File: config.mk
export PLATFORM = sky130hd
export DESIGN_NAME = pattern_sequencer
export DESIGN_NICKNAME = d
export VERILOG_FILES = /design/src/rtl/patseq_pkg.sv /design/src/rtl/patseq_frame_counter.sv /design/src/rtl/pattern_sequencer.sv
export SDC_FILE = /design/constraint.sdc
export NUM_CORES = 1
export LEC_CHECK = 0
export BUFFER_PORTS_ARGS = -buffer_cell sky130_fd_sc_hd__buf_2
export CAP_MARGIN = 30
export CORE_ASPECT_RATIO = 2
export CORE_MARGIN = 3
export CORE_UTILIZATION = 62
export CTS_CLUSTER_DIAMETER = 150
export CTS_CLUSTER_SIZE = 16
export DETAILED_ROUTE_END_ITERATION = 10
export GPL_ROUTABILITY_DRIVEN = 0
export GPL_TIMING_DRIVEN = 0
export PLACE_DENSITY = 0.85
export SYNTH_ARGS = -nofsm -noshare
export SYNTH_HDL_FRONTEND = slang
export SYNTH_HIERARCHICAL = 1
export SYNTH_SLANG_ARGS = --single-unit
File: constraint.sdc
create_clock -name clk -period 7.86 [get_ports clk]
set_clock_uncertainty 0.2 [all_clocks]
set_input_delay 0.393 -clock clk [delete_from_list [all_inputs] [get_ports clk]]
set_output_delay 0.393 -clock clk [all_outputs]
set_load 0.1 [all_outputs]
File: src/rtl/patseq_pkg.sv
// Shared types and constants for the pattern sequencer.
package patseq_pkg;

  typedef enum logic [1:0] {
    ST_IDLE  = 2'd0,
    ST_FEED  = 2'd1,
    ST_DRAIN = 2'd2
  } state_t;

  // A frame is 4Mi cells delivered as 2048-cell rows.
  localparam int CELLS_PER_FRAME    = 4 * 1024 * 1024;
  localparam int CELLS_PER_ROW      = 2048;
  localparam int ROWS_PER_FRAME_DEF = CELLS_PER_FRAME / CELLS_PER_ROW;

endpackage

File: src/rtl/patseq_frame_counter.sv
// Passive tap on the generator output: counts TLAST rows and completed frames.
module patseq_frame_counter
  import patseq_pkg::*;
#(
  parameter int ROWS_PER_FRAME = ROWS_PER_FRAME_DEF
) (
  input  logic        clk,
  input  logic        resetn,
  input  logic        clear,
  input  logic        MON_TVALID,
  input  logic        MON_TREADY,
  input  logic        MON_TLAST,
  output logic [31:0] frames_done
);

  localparam int RW = (ROWS_PER_FRAME > 1) ? $clog2(ROWS_PER_FRAME) : 1;
  localparam logic [RW-1:0] ROW_LAST = RW'(ROWS_PER_FRAME - 1);

  logic [RW-1:0] row_cnt;
  logic          row_end;

  assign row_end = MON_TVALID & MON_TREADY & MON_TLAST;

  always_ff @(posedge clk) begin
    if (!resetn || clear) begin
      row_cnt     <= '0;
      frames_done <= '0;
    end else if (row_end) begin
      if (row_cnt == ROW_LAST) begin
        row_cnt     <= '0;
        frames_done <= frames_done + 32'd1;
      end else begin
        row_cnt <= row_cnt + 1'b1;
      end
    end
  end

endmodule

File: src/rtl/pattern_sequencer.sv
// Feeds table patterns to the frame generator, then waits for the frames to drain.
// Build option PATSEQ_CONTINUOUS_EN: frame_count == 0 issues patterns until stop.
module pattern_sequencer
  import patseq_pkg::*;
#(
  parameter int PATTERN_WIDTH  = 32,
  parameter int TABLE_DEPTH    = 16,
  parameter int ROWS_PER_FRAME = ROWS_PER_FRAME_DEF,
  parameter int AW             = $clog2(TABLE_DEPTH)
) (
  input  logic                     clk,
  input  logic                     resetn,
  input  logic                     cfg_wr,
  input  logic [AW-1:0]            cfg_addr,
  input  logic [PATTERN_WIDTH-1:0] cfg_data,
  input  logic [AW:0]              pattern_count,
  input  logic [31:0]              frame_count,
  input  logic                     start,
  input  logic                     stop,
  output logic                     busy,
  output logic                     done,
  output logic [31:0]              frames_done,
  output logic [PATTERN_WIDTH-1:0] AXIS_OUT_TDATA,
  output logic                     AXIS_OUT_TVALID,
  input  logic                     AXIS_OUT_TREADY,
  input  logic                     MON_TVALID,
  input  logic                     MON_TREADY,
  input  logic                     MON_TLAST
);

  localparam logic [AW:0] DEPTH_W = (AW+1)'(TABLE_DEPTH);

  logic [TABLE_DEPTH-1:0][PATTERN_WIDTH-1:0] pat_tbl;

  state_t      state;
  logic [AW-1:0] index, index_nxt;
  logic [AW:0] pcnt;
  logic [31:0] fcnt, issued;
  logic        stop_lat, tvalid;
  logic        fc_ok, start_ok, hs, last_hs;

`ifdef PATSEQ_CONTINUOUS_EN
  assign fc_ok = 1'b1;
`else
  assign fc_ok = (frame_count != 32'd0);
`endif

  assign start_ok  = (state == ST_IDLE) && start && (pattern_count != '0) &&
                     (pattern_count <= DEPTH_W) && fc_ok;
  assign hs        = tvalid & AXIS_OUT_TREADY;
  // fcnt == 0 only survives start in continuous builds: never a last handshake.
  assign last_hs   = (fcnt != 32'd0) && ((issued + 32'd1) == fcnt);
  assign index_nxt = ({1'b0, index} == (pcnt - 1'b1)) ? '0 : index + 1'b1;

  assign busy            = (state != ST_IDLE);
  assign AXIS_OUT_TVALID = tvalid;
  assign AXIS_OUT_TDATA  = pat_tbl[index];

  // Table is frozen while busy so the stream stays consistent.
  always_ff @(posedge clk) begin
    if (cfg_wr && (state == ST_IDLE) && ({1'b0, cfg_addr} < DEPTH_W))
      pat_tbl[cfg_addr] <= cfg_data;
  end

  always_ff @(posedge clk) begin
    if (!resetn) begin
      state    <= ST_IDLE;
      tvalid   <= 1'b0;
      done     <= 1'b0;
      index    <= '0;
      issued   <= '0;
      stop_lat <= 1'b0;
      pcnt     <= '0;
      fcnt     <= '0;
    end else begin
      done <= 1'b0;
      case (state)
        ST_IDLE: begin
          if (start_ok) begin
            state    <= ST_FEED;
            tvalid   <= 1'b1;
            index    <= '0;
            issued   <= '0;
            stop_lat <= 1'b0;
            pcnt     <= pattern_count;
            fcnt     <= frame_count;
          end
        end
        ST_FEED: begin
          if (hs) begin
            issued <= issued + 32'd1;
            index  <= index_nxt;
            if (last_hs || stop_lat || stop) begin
              tvalid   <= 1'b0;
              state    <= ST_DRAIN;
              stop_lat <= 1'b0;
            end
          end else if (stop) begin
            // Hold the offered beat; leave after it is accepted.
            stop_lat <= 1'b1;
          end
        end
        ST_DRAIN: begin
          if (frames_done == issued) begin
            done  <= 1'b1;
            state <= ST_IDLE;
          end
        end
        default: state <= ST_IDLE;
      endcase
    end
  end

  patseq_frame_counter #(
    .ROWS_PER_FRAME(ROWS_PER_FRAME)
  ) u_frame_counter (
    .clk        (clk),
    .resetn     (resetn),
    .clear      (start_ok),
    .MON_TVALID (MON_TVALID),
    .MON_TREADY (MON_TREADY),
    .MON_TLAST  (MON_TLAST),
    .frames_done(frames_done)
  );

endmodule

Word-level counts from Yosys, hierarchy flattened. Index checks and enable logic that the tools add are counted.

$add $sub $neg: 5. Order comparisons: 4. Equal/unequal tests: 12. Mux-type cells: 27. Bitwise operators: 3. Reductions and logical operators: 24.

Operators by type and width (count): bitwise mux 512 bit (1); binary-select mux 32 bit (select 4 bit) (1); demux 32 bit (select 4 bit) (1); two-way mux 32 bit (4); adder 32 x 1 -> 32 bit, second input constant (2); equality test 32 bit (2); case mux 32 bit (2 select lines) (1); nonzero test 32 bit (2); two-way mux 4 bit (3); AND reduction 4 bit (3); adder 11 x 1 -> 11 bit, second input constant (1); equality test 11 bit, second input constant (1); two-way mux 11 bit (1); less-than comparator 4 x 5 -> 1 bit, second input constant (2); two-way mux 2 bit (4); case mux 4 bit (2 select lines) (1); logical AND 1 bit (7); two-way mux 1 bit (7); != test 2 bit, second input constant (3); != test 3 bit, second input constant (2); case mux 2 bit (3 select lines) (1); AND reduction 2 bit (3); equality test 4 x 5 -> 1 bit (1); <= comparator 5 bit, second input constant (1); 14 further kinds (20).

Bits in registers: 633. Input bits: 82. Output and inout port bits: 67. Logic and storage cells: 101.

Longest topological paths before layout. Gate-level depths: netlist of run 1.

Depth in word-level cells: 8. Gate-level depth with buffers: 10. Depth with buffers taken out: 9.

By module. Netlist of run 1, hierarchy kept.

Modules (own cells, without submodules): pattern_sequencer (instances 1, cells an instance 1378, area each 24483.5 um^2, sequential area each 16936.2 um^2); patseq_frame_counter (instances 1, cells an instance 270, area each 2264.7 um^2, sequential area each 860.8 um^2).

Worst setup path before layout of run 1. No wires, ideal clock.

Path type: register to register. Start: register state[1]. End: register pat_tbl[0] (netlist name), enable pin. Library setup time: 461 ps. Arrival: 3229 ps. Setup slack: 3969 ps. Cell stages (with the launch flop): 5. Buffers on the path: 0. Cell sequence: dfxtp_1 nor2_1 nand2_1 or3_1 nor3_1.

Cells in the longest elaborated chain, start to end: 2.

Ends and longest elaborated chain: start, declared (line pattern_sequencer.sv:35) `state_t state;`; start signal, assigned (line pattern_sequencer.sv:67) `state <= ST_IDLE;`; start signal, assigned (line pattern_sequencer.sv:80) `state <= ST_FEED;`; start signal, assigned (line pattern_sequencer.sv:95) `state <= ST_DRAIN;`; zero test 2 bit (line pattern_sequencer.sv:61) `if (cfg_wr && (state == ST_IDLE) && ({1'b0, cfg_addr} < DEPTH_W))`; logical AND 1 bit (line pattern_sequencer.sv:61); end signal, assigned by index (line pattern_sequencer.sv:62) `pat_tbl[cfg_addr] <= cfg_data;`; end, declared (line pattern_sequencer.sv:33) `logic [TABLE_DEPTH-1:0][PATTERN_WIDTH-1:0] pat_tbl;`.

No other way between the ends. A chain may end at the register's enable or synchronous reset.

Worst setup path after layout of run 1.
Start: input frame_count[8]. End: register u_frame_counter.frames_done[4].

Cells in the longest elaborated chain, start to end: 3.

Ends and longest elaborated chain: start, declared (line pattern_sequencer.sv:17) `input logic [31:0] frame_count,`; nonzero test 32 bit (line pattern_sequencer.sv:45) `assign fc_ok = (frame_count != 32'd0);`; logical AND 1 bit (line pattern_sequencer.sv:49) `(pattern_count <= DEPTH_W) && fc_ok;`; via start_ok (line pattern_sequencer.sv:40) `logic fc_ok, start_ok, hs, last_hs;`; logical OR 1 bit (line patseq_frame_counter.sv:25) `if (!resetn || clear) begin`; end signal, assigned (line patseq_frame_counter.sv:31) `frames_done <= frames_done + 32'd1;`; end, declared (line patseq_frame_counter.sv:13) `output logic [31:0] frames_done`.

The timed path passes the listed nets, and every way through them passes these cells.

==> results of run 1 <==
final timing paths:
path                                                  from                        endpoint  cells past startpoint
worst max register to register                    state[1]  u_frame_counter/frames_done[4]                      9
worst min register to register  u_frame_counter/row_cnt[1]      u_frame_counter/row_cnt[1]                      2
worst min-delay path                       AXIS_OUT_TREADY                        stop_lat                      4
worst max-delay path                        frame_count[8]  u_frame_counter/frames_done[4]                     12
timing repair:
| item | 4_1_cts | 5_1_grt |
|---|---|---|
| hold endpoints to repair | 517 | 0 |
| setup endpoints to repair | 0 | 0 |
| setup buffers | 0 | 0 |
| hold buffers | 69 | 0 |
registers in the layout, indices dropped and copies added, names as in the netlist:
register and flops:
AXIS_OUT_TVALID 1, pat_tbl 512, index 4, issued 32, u_frame_counter/row_cnt 11, pcnt 5, u_frame_counter/frames_done 32, fcnt 32
state 2, stop_lat 1, done 1
logic make-up after synthesis:
| logic type | after synthesis | synth area share, % |
|---|---|---|
| AO/OA/AOI/OAI | 162 | 3.81 |
| flip-flops | 633 | 66.5 |
| AND/OR/NAND/NOR | 429 | 9.35 |
| XOR/XNOR | 92 | 3.01 |
| buffers and inverters | 123 | 1.94 |
| multiplexers | 204 | 15.1 |
| adder cells (fa/ha/maj) | 5 | 0.234 |
layer usage:
layer | vias up | global-route usage, % | routed length [µm]
met2 | 1422 | 63.6 | 43200
met5 | - | 0 | 0
li1 | 7167 | - | -
met4 | 0 | 23.8 | 6510
met1 | 8671 | 37.6 | 23700
met3 | 377 | 6.25 | 7520
power groups by stage:
| stage | Combinational, mW | Sequential [mW] | Clock [mW] |
|---|---|---|---|
| 2_1_floorplan | 0.251 | 3.76 | 0 |
| 3_3_place_gp | 0.384 | 3.77 | 0 |
| 3_5_place_dp | 0.425 | 3.77 | 0 |
| 4_1_cts | 0.457 | 3.69 | 2.17 |
| 5_1_grt | 0.501 | 3.70 | 2.28 |
| 6_report | 0.476 | 3.70 | 2.18 |
layout by cell type, fill, tap and decap left out, types with 12 or more instances in the layout:
master                          netlist  layout
sky130_fd_sc_hd__a21boi_0            13      13
sky130_fd_sc_hd__a21oi_1             46      46
sky130_fd_sc_hd__and4_1              12      12
sky130_fd_sc_hd__buf_1               19      20
sky130_fd_sc_hd__buf_2               13     161
sky130_fd_sc_hd__buf_6                2      15
sky130_fd_sc_hd__buf_8                0      18
sky130_fd_sc_hd__clkbuf_1            68      80
sky130_fd_sc_hd__clkbuf_16            0      45
sky130_fd_sc_hd__dfxtp_1            121     121
sky130_fd_sc_hd__dlygate4sd3_1        0      69
sky130_fd_sc_hd__edfxtp_1           512     512
sky130_fd_sc_hd__inv_1               13      13
sky130_fd_sc_hd__mux2i_1             44      44
sky130_fd_sc_hd__mux4_2             160     160
sky130_fd_sc_hd__nand2_1             75      75
sky130_fd_sc_hd__nand2b_1            19      19
sky130_fd_sc_hd__nand3_1             30      30
sky130_fd_sc_hd__nand4_1             40      40
sky130_fd_sc_hd__nor2_1              57      45
sky130_fd_sc_hd__nor2_4               0      12
sky130_fd_sc_hd__nor2b_1             50      50
sky130_fd_sc_hd__nor3_1              25      21
sky130_fd_sc_hd__nor4_1              45      44
sky130_fd_sc_hd__o21ai_0             40      40
sky130_fd_sc_hd__o31ai_1             17      17
sky130_fd_sc_hd__or4_1               21      21
sky130_fd_sc_hd__xnor2_1             38      38
sky130_fd_sc_hd__xor2_1              54      54
worst reg2reg max path, stage by stage, from the launching register on:
cell and delay, ns:
sky130_fd_sc_hd__dfxtp_1 0.47, sky130_fd_sc_hd__nor2_1 0.25, sky130_fd_sc_hd__o2111ai_1 0.18, sky130_fd_sc_hd__clkbuf_1 0.67, sky130_fd_sc_hd__clkinv_1 0.65, sky130_fd_sc_hd__nor2b_1 0.86
sky130_fd_sc_hd__clkbuf_1 0.59, sky130_fd_sc_hd__clkbuf_1 0.53, sky130_fd_sc_hd__o311ai_0 0.30, sky130_fd_sc_hd__o41ai_1 0.11
cells in the mapped netlist (4+ instances only):
master                     count
sky130_fd_sc_hd__ha_1          5
sky130_fd_sc_hd__o311ai_0      4
sky130_fd_sc_hd__nor2b_1      50
sky130_fd_sc_hd__clkbuf_1     68
sky130_fd_sc_hd__nor3_1       25
sky130_fd_sc_hd__o41ai_1       4
sky130_fd_sc_hd__nand2b_1     19
sky130_fd_sc_hd__or3_1         8
sky130_fd_sc_hd__o31ai_1      17
sky130_fd_sc_hd__o21ai_0      40
sky130_fd_sc_hd__buf_4         7
sky130_fd_sc_hd__xor2_1       54
sky130_fd_sc_hd__a31oi_1      11
sky130_fd_sc_hd__buf_1        19
sky130_fd_sc_hd__nor2_1       57
sky130_fd_sc_hd__a21oi_1      46
sky130_fd_sc_hd__nand3_1      30
sky130_fd_sc_hd__a21boi_0     13
sky130_fd_sc_hd__buf_2        13
sky130_fd_sc_hd__and3_1       11
sky130_fd_sc_hd__nand2_1      75
sky130_fd_sc_hd__mux2i_1      44
sky130_fd_sc_hd__dfxtp_1     121
sky130_fd_sc_hd__mux4_2      160
sky130_fd_sc_hd__inv_1        13
sky130_fd_sc_hd__and4_1       12
sky130_fd_sc_hd__and2_1        4
sky130_fd_sc_hd__edfxtp_1    512
sky130_fd_sc_hd__or4_1        21
sky130_fd_sc_hd__xnor2_1      38
sky130_fd_sc_hd__nor4_1       45
sky130_fd_sc_hd__nand4_1      40
cell type report:
cell class                      instances  area (µm²)  area share [%]
Antenna cell                            1        2.50         0.00808
Clock buffer                           57        1170            3.78
Inverter                               14        52.6           0.170
Buffer                                109         467            1.51
Multi-Input combinational cell        892        8550            27.6
Timing Repair Buffer                  264        2210            7.15
Clock inverter                          3        48.8           0.157
Sequential cell                       633       17800            57.4
Tap cell                              545         682            2.20
through the flow:
| step | total power, mW | worst slack, ns | utilization [%] |
|---|---|---|---|
| 3_3_place_gp | 4.15 | 1.29 | 66.2 |
| 2_1_floorplan | 4.01 | 3.97 | - |
| 3_5_place_dp | 4.19 | 2.50 | 68.0 |
| 4_1_cts | 6.33 | 2.52 | 72.5 |
| 5_1_grt | 6.48 | 2.14 | 72.8 |
| 6_report | 6.35 | 2.28 | 72.8 |
==> results by group, run 1 <==
Pwr
  • Part of the power in the clock network: 34.3%
  • Share of total power in combinational logic: 7.5%
  • Register share of total power: 58.2%
  • Internal power: 4.89 mW
  • P_sw: 1.46 mW
  • Switching Fraction: 23.0%
  • Leak Pwr: 10.3 nW
  • Power per unit of standard cell area: 205 nW/µm²
  • Worst vdd ir: 0.243 mV

Route
  • Routed length per placed instance: 32.1 µm
  • Number of routed nets with antenna violations: 0
  • Drt first pass iters: 8
  • Total wirelength of the detailed-routed design: 80900 µm
  • DRC marker count from the first detailed-route iteration: 2245
  • DRC Markers: 0
  • Vias post-DR: 17637
  • Via-per-instance ratio: 7.00

Timing
  • Worst hold margin: 0.0452 ns
  • Transition time at the pin with the least slew margin: 1.16 ns
  • Sum of negative setup slack: 0 ns
  • Setup repair after global routing missed its margin: false
  • Slew margin rel.: 22.0%
  • Total of endpoints with negative setup slack in the final report: 0
  • Fmax: 179 MHz
  • Final cycle utilization of the critical path: 71.0%
  • Min cycle time layout: 5.58 ns
  • Final max-slew violation count: 0
  • Number of hold violations in the final report: 0

Synthesis
  • Post-Syn Nets: 1735
  • Cell area after synthesis: 26700 µm²
  • Syn_area_per_cell: 16.2 µm²
  • Most area-consuming cells after synthesis: sky130_fd_sc_hd__edfxtp_1 (57%), sky130_fd_sc_hd__mux4_2 (13%), sky130_fd_sc_hd__dfxtp_1 (9.1%), sky130_fd_sc_hd__xor2_1 (1.8%), sky130_fd_sc_hd__mux2i_1 (1.6%)
  • YS warnings: 6
  • Async set or reset register ratio after synthesis: 0%
  • Share of the yosys chip area belonging to registers: 66.5%
  • Unique masters post-synth: 67
  • Most area-hungry cell type in the Yosys netlist: sky130_fd_sc_hd__edfxtp_1
  • Count of flip-flops with a built-in enable after synthesis: 512
  • Flop and latch count out of synthesis: 633
  • Post-Syn Instances: 1648
  • Main flop type after synthesis: sky130_fd_sc_hd__edfxtp_1
  • Top-area cell type share of the netlist area: 57.5%

Place
  • Cell count after placement: 2379
  • Port bufs: 148
  • HPWL Detailed: 51000 µm
  • Area after detailed placement: 28900 µm²

Floorplan
  • Chip width: 153 µm
  • Initial standard-cell utilization of the core: 62.8%
  • Chip height: 300 µm
  • Area of the core: 42600 µm²
  • Die outline area: 45800 µm²
  • I/O pin count: 149
  • Std-Cell Rows: 107

Clock network
  • Clock insertion delay at the later pin of the skew report: 0.58 ns
  • CTS root buf: sky130_fd_sc_hd__clkbuf_16
  • Clock transition at path regs: 0.08 ns
  • Number of levels the H-tree was split into: 2
  • Inserted Clock Buffers: 45
  • Post-cts repair resize count: 0
  • CTS tree: yes
  • Max Root-Sink Buffers: 3
  • Sink count of the clock tree: 633

Global routing
  • Global-route wire length before repair: 118000 µm
  • Vias in the first global route: 18231
  • Overall fraction of global-route tracks in use: 35.3%
  • Pin count of the biggest net entering global routing: 19
  • Number of antenna violations at the first check in global routing: 0
  • GRT Residual Overflow: 0

Cells and area
  • Ratio of cells with drive above 1 in the final layout: 23.4%
  • Area added between synthesis and finish: 15.8%
  • Final design instance area without fill: 31000 µm²
  • Filler cell count in the final layout: 2559
  • Final instance count without filler cells: 2518
  • # nets final: 2046

Setup path
  • Peak per-stage delay on the critical path: 0.85 ns
  • Worst path arrival time: 5.86 ns
  • Critical path required time: 8.14 ns
  • Most common cell on crit path: sky130_fd_sc_hd__clkbuf_1
  • Buffers & Inverters on Critical Path: 6
  • Type of the worst setup path: in2reg
  • Critical-path top delay cell: sky130_fd_sc_hd__nor2b_1
  • Worst setup slack for register-to-register paths: 2.95 ns
  • Startpoint types: input port
  • Largest fanout on the critical path: 10
  • Nature of the critical path endpoint: flip-flop
  • CP top delay family: buffers and inverters
  • Cell chain of the critical path: dlygate4sd3_1 -> buf_2 -> nor4_1 -> nand4_1 -> o2111ai_1 -> clkbuf_1 -> clkinv_1 -> nor2b_1 -> clkbuf_1 -> clkbuf_1 -> o311ai_0 -> o41ai_1

Flow run
  • Maxcap violations: 0

Hold path
  • Hold/Removal Path Class: in2reg

Status
  • Result of the run: finished clean
(Power assumes the default switching activity.)
==> run 2: changes to the inputs <==
- ABC_AREA: unset -> 1
- CORE_UTILIZATION: 62 -> 55
- PLACE_DENSITY: 0.85 -> 0.8
- clock period: 7.86 -> 4.9 ns (I/O delays scaled with it)
==> run 2 against run 1 <==
- die area is 16% higher
- worst hold slack better by 0.22 ns
- utilization is 8.8 points lower
- largest cell class unchanged
- largest power group unchanged
==> results by group, run 2 <==
Status
  • Result of the run: finished clean

Setup path
  • Cell chain of the critical path: clkbuf_1 -> clkinv_1 -> clkbuf_1 -> buf_1 -> nor2_1 -> o32ai_1 -> o211ai_1 -> nand2_1 -> buf_2
  • Launching instance or port of the critical path: index[0]
  • Reg-to-Reg End: u_frame_counter/row_cnt[1]
  • Largest fanout on the critical path: 10
  • Critical path required time: 4.45 ns
  • Startpoint types: flip-flop
  • Reg2Reg Depth: 12
  • Worst path arrival time: 4.17 ns
  • Type of the worst setup path: reg2out
  • Nature of the critical path endpoint: output port
  • Launch instance of the worst register-to-register path: state[1]
  • Critical-path top delay cell: sky130_fd_sc_hd__o211ai_1
  • Peak per-stage delay on the critical path: 0.60 ns
  • Worst setup slack for register-to-register paths: 1.00 ns
  • Most common cell on crit path: sky130_fd_sc_hd__clkbuf_1
  • Capturing element of the worst setup path: AXIS_OUT_TDATA[23]

Synthesis
  • Count of flip-flops with a built-in enable after synthesis: 512
  • Cell area after synthesis: 27500 µm²
  • Post-Syn Nets: 2581
  • Syn_area_per_cell: 11.0 µm²
  • Most numerous cell in the Yosys netlist: sky130_fd_sc_hd__edfxtp_1
  • Most area-consuming cells after synthesis: sky130_fd_sc_hd__edfxtp_1 (56%), sky130_fd_sc_hd__dfxtp_1 (8.8%), sky130_fd_sc_hd__nor2_1 (5.7%), sky130_fd_sc_hd__nand2_1 (4.8%), sky130_fd_sc_hd__mux2i_1 (3.6%)
  • Main flop type after synthesis: sky130_fd_sc_hd__edfxtp_1
  • Top-area cell type share of the netlist area: 55.8%
  • Share of the yosys chip area belonging to registers: 64.6%
  • Leading cell types by count after synthesis: sky130_fd_sc_hd__edfxtp_1 (512), sky130_fd_sc_hd__nor2_1 (420), sky130_fd_sc_hd__nand2_1 (352), sky130_fd_sc_hd__o21ai_0 (177), sky130_fd_sc_hd__nand3_1 (132)
  • Post-Syn Instances: 2494
  • Async set or reset register ratio after synthesis: 0%
  • Most area-hungry cell type in the Yosys netlist: sky130_fd_sc_hd__edfxtp_1
  • Unique masters post-synth: 47
  • Flop and latch count out of synthesis: 633
  • YS warnings: 6

Clock network
  • Post-CTS setup buffer count: 0
  • Number of levels the H-tree was split into: 2
  • Post-cts repair resize count: 0
  • Clock transition at path regs: 0.08 ns
  • CTS tree: yes
  • Inserted Clock Buffers: 45
  • Clock insertion delay at the later pin of the skew report: 0.59 ns
  • Sink count of the clock tree: 633
  • Max Root-Sink Buffers: 3
  • CTS root buf: sky130_fd_sc_hd__clkbuf_16

Pwr
  • Worst vdd ir: 0.696 mV
  • Share of total power in combinational logic: 37.5%
  • P_sw: 6.62 mW
  • Power per unit of standard cell area: 496 nW/µm²
  • Part of the power in the clock network: 22.1%
  • Switching Fraction: 42.3%
  • Register share of total power: 40.4%
  • Leak Pwr: 10.7 nW
  • Internal power: 9.05 mW

Global routing
  • Met1 capacity usage during global routing: 34.6%
  • Pin count of the biggest net entering global routing: 21
  • Global-route met2 utilization: 61.2%
  • Number of antenna violations at the first check in global routing: 7
  • GRT Residual Overflow: 0
  • Overall fraction of global-route tracks in use: 35.4%
  • Vias in the first global route: 22827
  • Met3 GRT Util: 8.92%
  • Global-route wire length before repair: 137000 µm
  • Most crowded layer after global routing: met2

Route
  • Number of routed nets with antenna violations: 0
  • Total wirelength of the detailed-routed design: 94300 µm
  • Drt first pass iters: 8
  • DRC marker count from the first detailed-route iteration: 3140
  • Routed length per placed instance: 27.3 µm
  • Via-per-instance ratio: 6.53
  • Vias post-DR: 22540
  • DRC Markers: 0

Floorplan
  • Chip width: 164 µm
  • Area of the core: 49400 µm²
  • Chip height: 323 µm
  • Initial standard-cell utilization of the core: 55.8%
  • I/O pin count: 149
  • Die outline area: 53000 µm²
  • Std-Cell Rows: 115

Timing
  • Sum of negative setup slack: 0 ns
  • Setup repair after global routing missed its margin: false
  • Min cycle time layout: 4.61 ns
  • Fmax: 217 MHz
  • Number of hold violations in the final report: 0
  • Transition time at the pin with the least slew margin: 1.12 ns
  • Final max-slew violation count: 0
  • Slew margin rel.: 25.6%
  • Final cycle utilization of the critical path: 94.1%
  • Total of endpoints with negative setup slack in the final report: 0

Cells and area
  • Area added between synthesis and finish: 14.7%
  • # nets final: 2873
  • Final design instance area without fill: 31600 µm²
  • Ratio of cells with drive above 1 in the final layout: 11.2%
  • Flip-flop count of the largest register, all copies and words added: 512
  • Most common library cell in the layout ignoring fill and taps: sky130_fd_sc_hd__edfxtp_1
  • Most frequent cells in the layout: sky130_fd_sc_hd__edfxtp_1 (512), sky130_fd_sc_hd__nor2_1 (404), sky130_fd_sc_hd__nand2_1 (352)
  • Final instance count without filler cells: 3450
  • Largest reg by FF count: pat_tbl

Place
  • Cell count after placement: 3302
  • HPWL Detailed: 63700 µm
  • Area after detailed placement: 29600 µm²
  • Port bufs: 148

Flow run
  • Maxcap violations: 0

Hold path
  • Hold/Removal Path Class: in2reg
==> run 2: cell types whose count changed in the layout (fill, tap and decap cells not counted), moves of 56 or more <==
cell                       delta
sky130_fd_sc_hd__inv_1      +106
sky130_fd_sc_hd__nand3_1    +102
sky130_fd_sc_hd__nor2_1     +359
sky130_fd_sc_hd__o21ai_0    +137
sky130_fd_sc_hd__mux4_2     -160
sky130_fd_sc_hd__o221ai_1   +100
sky130_fd_sc_hd__nand2_1    +277
sky130_fd_sc_hd__mux2i_1     +56
==> run 2: power by group through the flow <==
| stage | logic (mW) | clock network (mW) | registers, mW |
|---|---|---|---|
| 6_report | 5.88 | 3.46 | 6.33 |
| 4_1_cts | 5.69 | 3.45 | 6.32 |
| 3_3_place_gp | 5.49 | 0 | 6.43 |
| 5_1_grt | 6.06 | 3.63 | 6.35 |
| 3_5_place_dp | 5.61 | 0 | 6.44 |
| 2_1_floorplan | 3.97 | 0 | 6.37 |
==> run 2: per-stage QoR <==
step                util (%)  hold WS (ns)  setup slack, ns  power [mW]
floorplan                  -         0.144             1.53        10.3
global placement        58.9         0.248           0.0846        11.9
detailed placement      59.9         0.255            0.738        12.0
CTS                     63.9         0.250            0.543        15.5
global route            64.0         0.281            0.213        16.0
finish                  64.0         0.270            0.288        15.7
==> run 2: worst min-delay path by stage <==
stage                       endpoint  cells after the start            start  slack (ns)
final                       fcnt[24]                      4  frame_count[24]        0.27
after floorplan           pat_tbl[0]                      0      cfg_data[0]        0.14
after detailed placement    stop_lat                      2         stop_lat        0.26
after global routing        fcnt[24]                      4  frame_count[24]        0.28
after global placement      stop_lat                      2         stop_lat        0.25
after CTS                    fcnt[3]                      7            start        0.25
==> run 2: area by class of cell <==
type	count	area [µm²]
diodes	7	17.5
plain buffers	131	543
clock buffers	58	1170
clock inverters	3	26.3
fillers	3675	17800
inverters	123	462
multi-input cells	1607	8870
flip-flops and latches	633	17800
well taps	643	805
repair buffers	245	1890
==> run 2: timing repair <==
action / 4_1_cts / 5_1_grt
hold buffers: 80 / 0
endpoints found under the setup margin: 0 / 0
endpoints found under the hold margin: 560 / 0
==> run 2: cell families after synthesis <==
group / synth area share [%]
and+or+nand+nor: 16.0
DFF: 64.6
buffers and inverters: 3.65
adders and majority gates: 0.227
xor gates and xnor gates: 1.35
muxes: 3.63
AOI/OAI and AO/OA: 10.5
==> run 2: routing by layer <==
metal	routed length (µm)	up-vias
met1	27200	10549
met3	10000	600
met5	13	-
met4	9930	2
met2	47100	1823
li1	-	9566
==> run 2: critical path: cells and delay by family, from the launching register on <==
family / cells / cell delay [ns]
buf+inv: 5 / 1.85
simple gates: 2 / 0.44
flops: 1 / 0.56
compound gates: 2 / 0.71
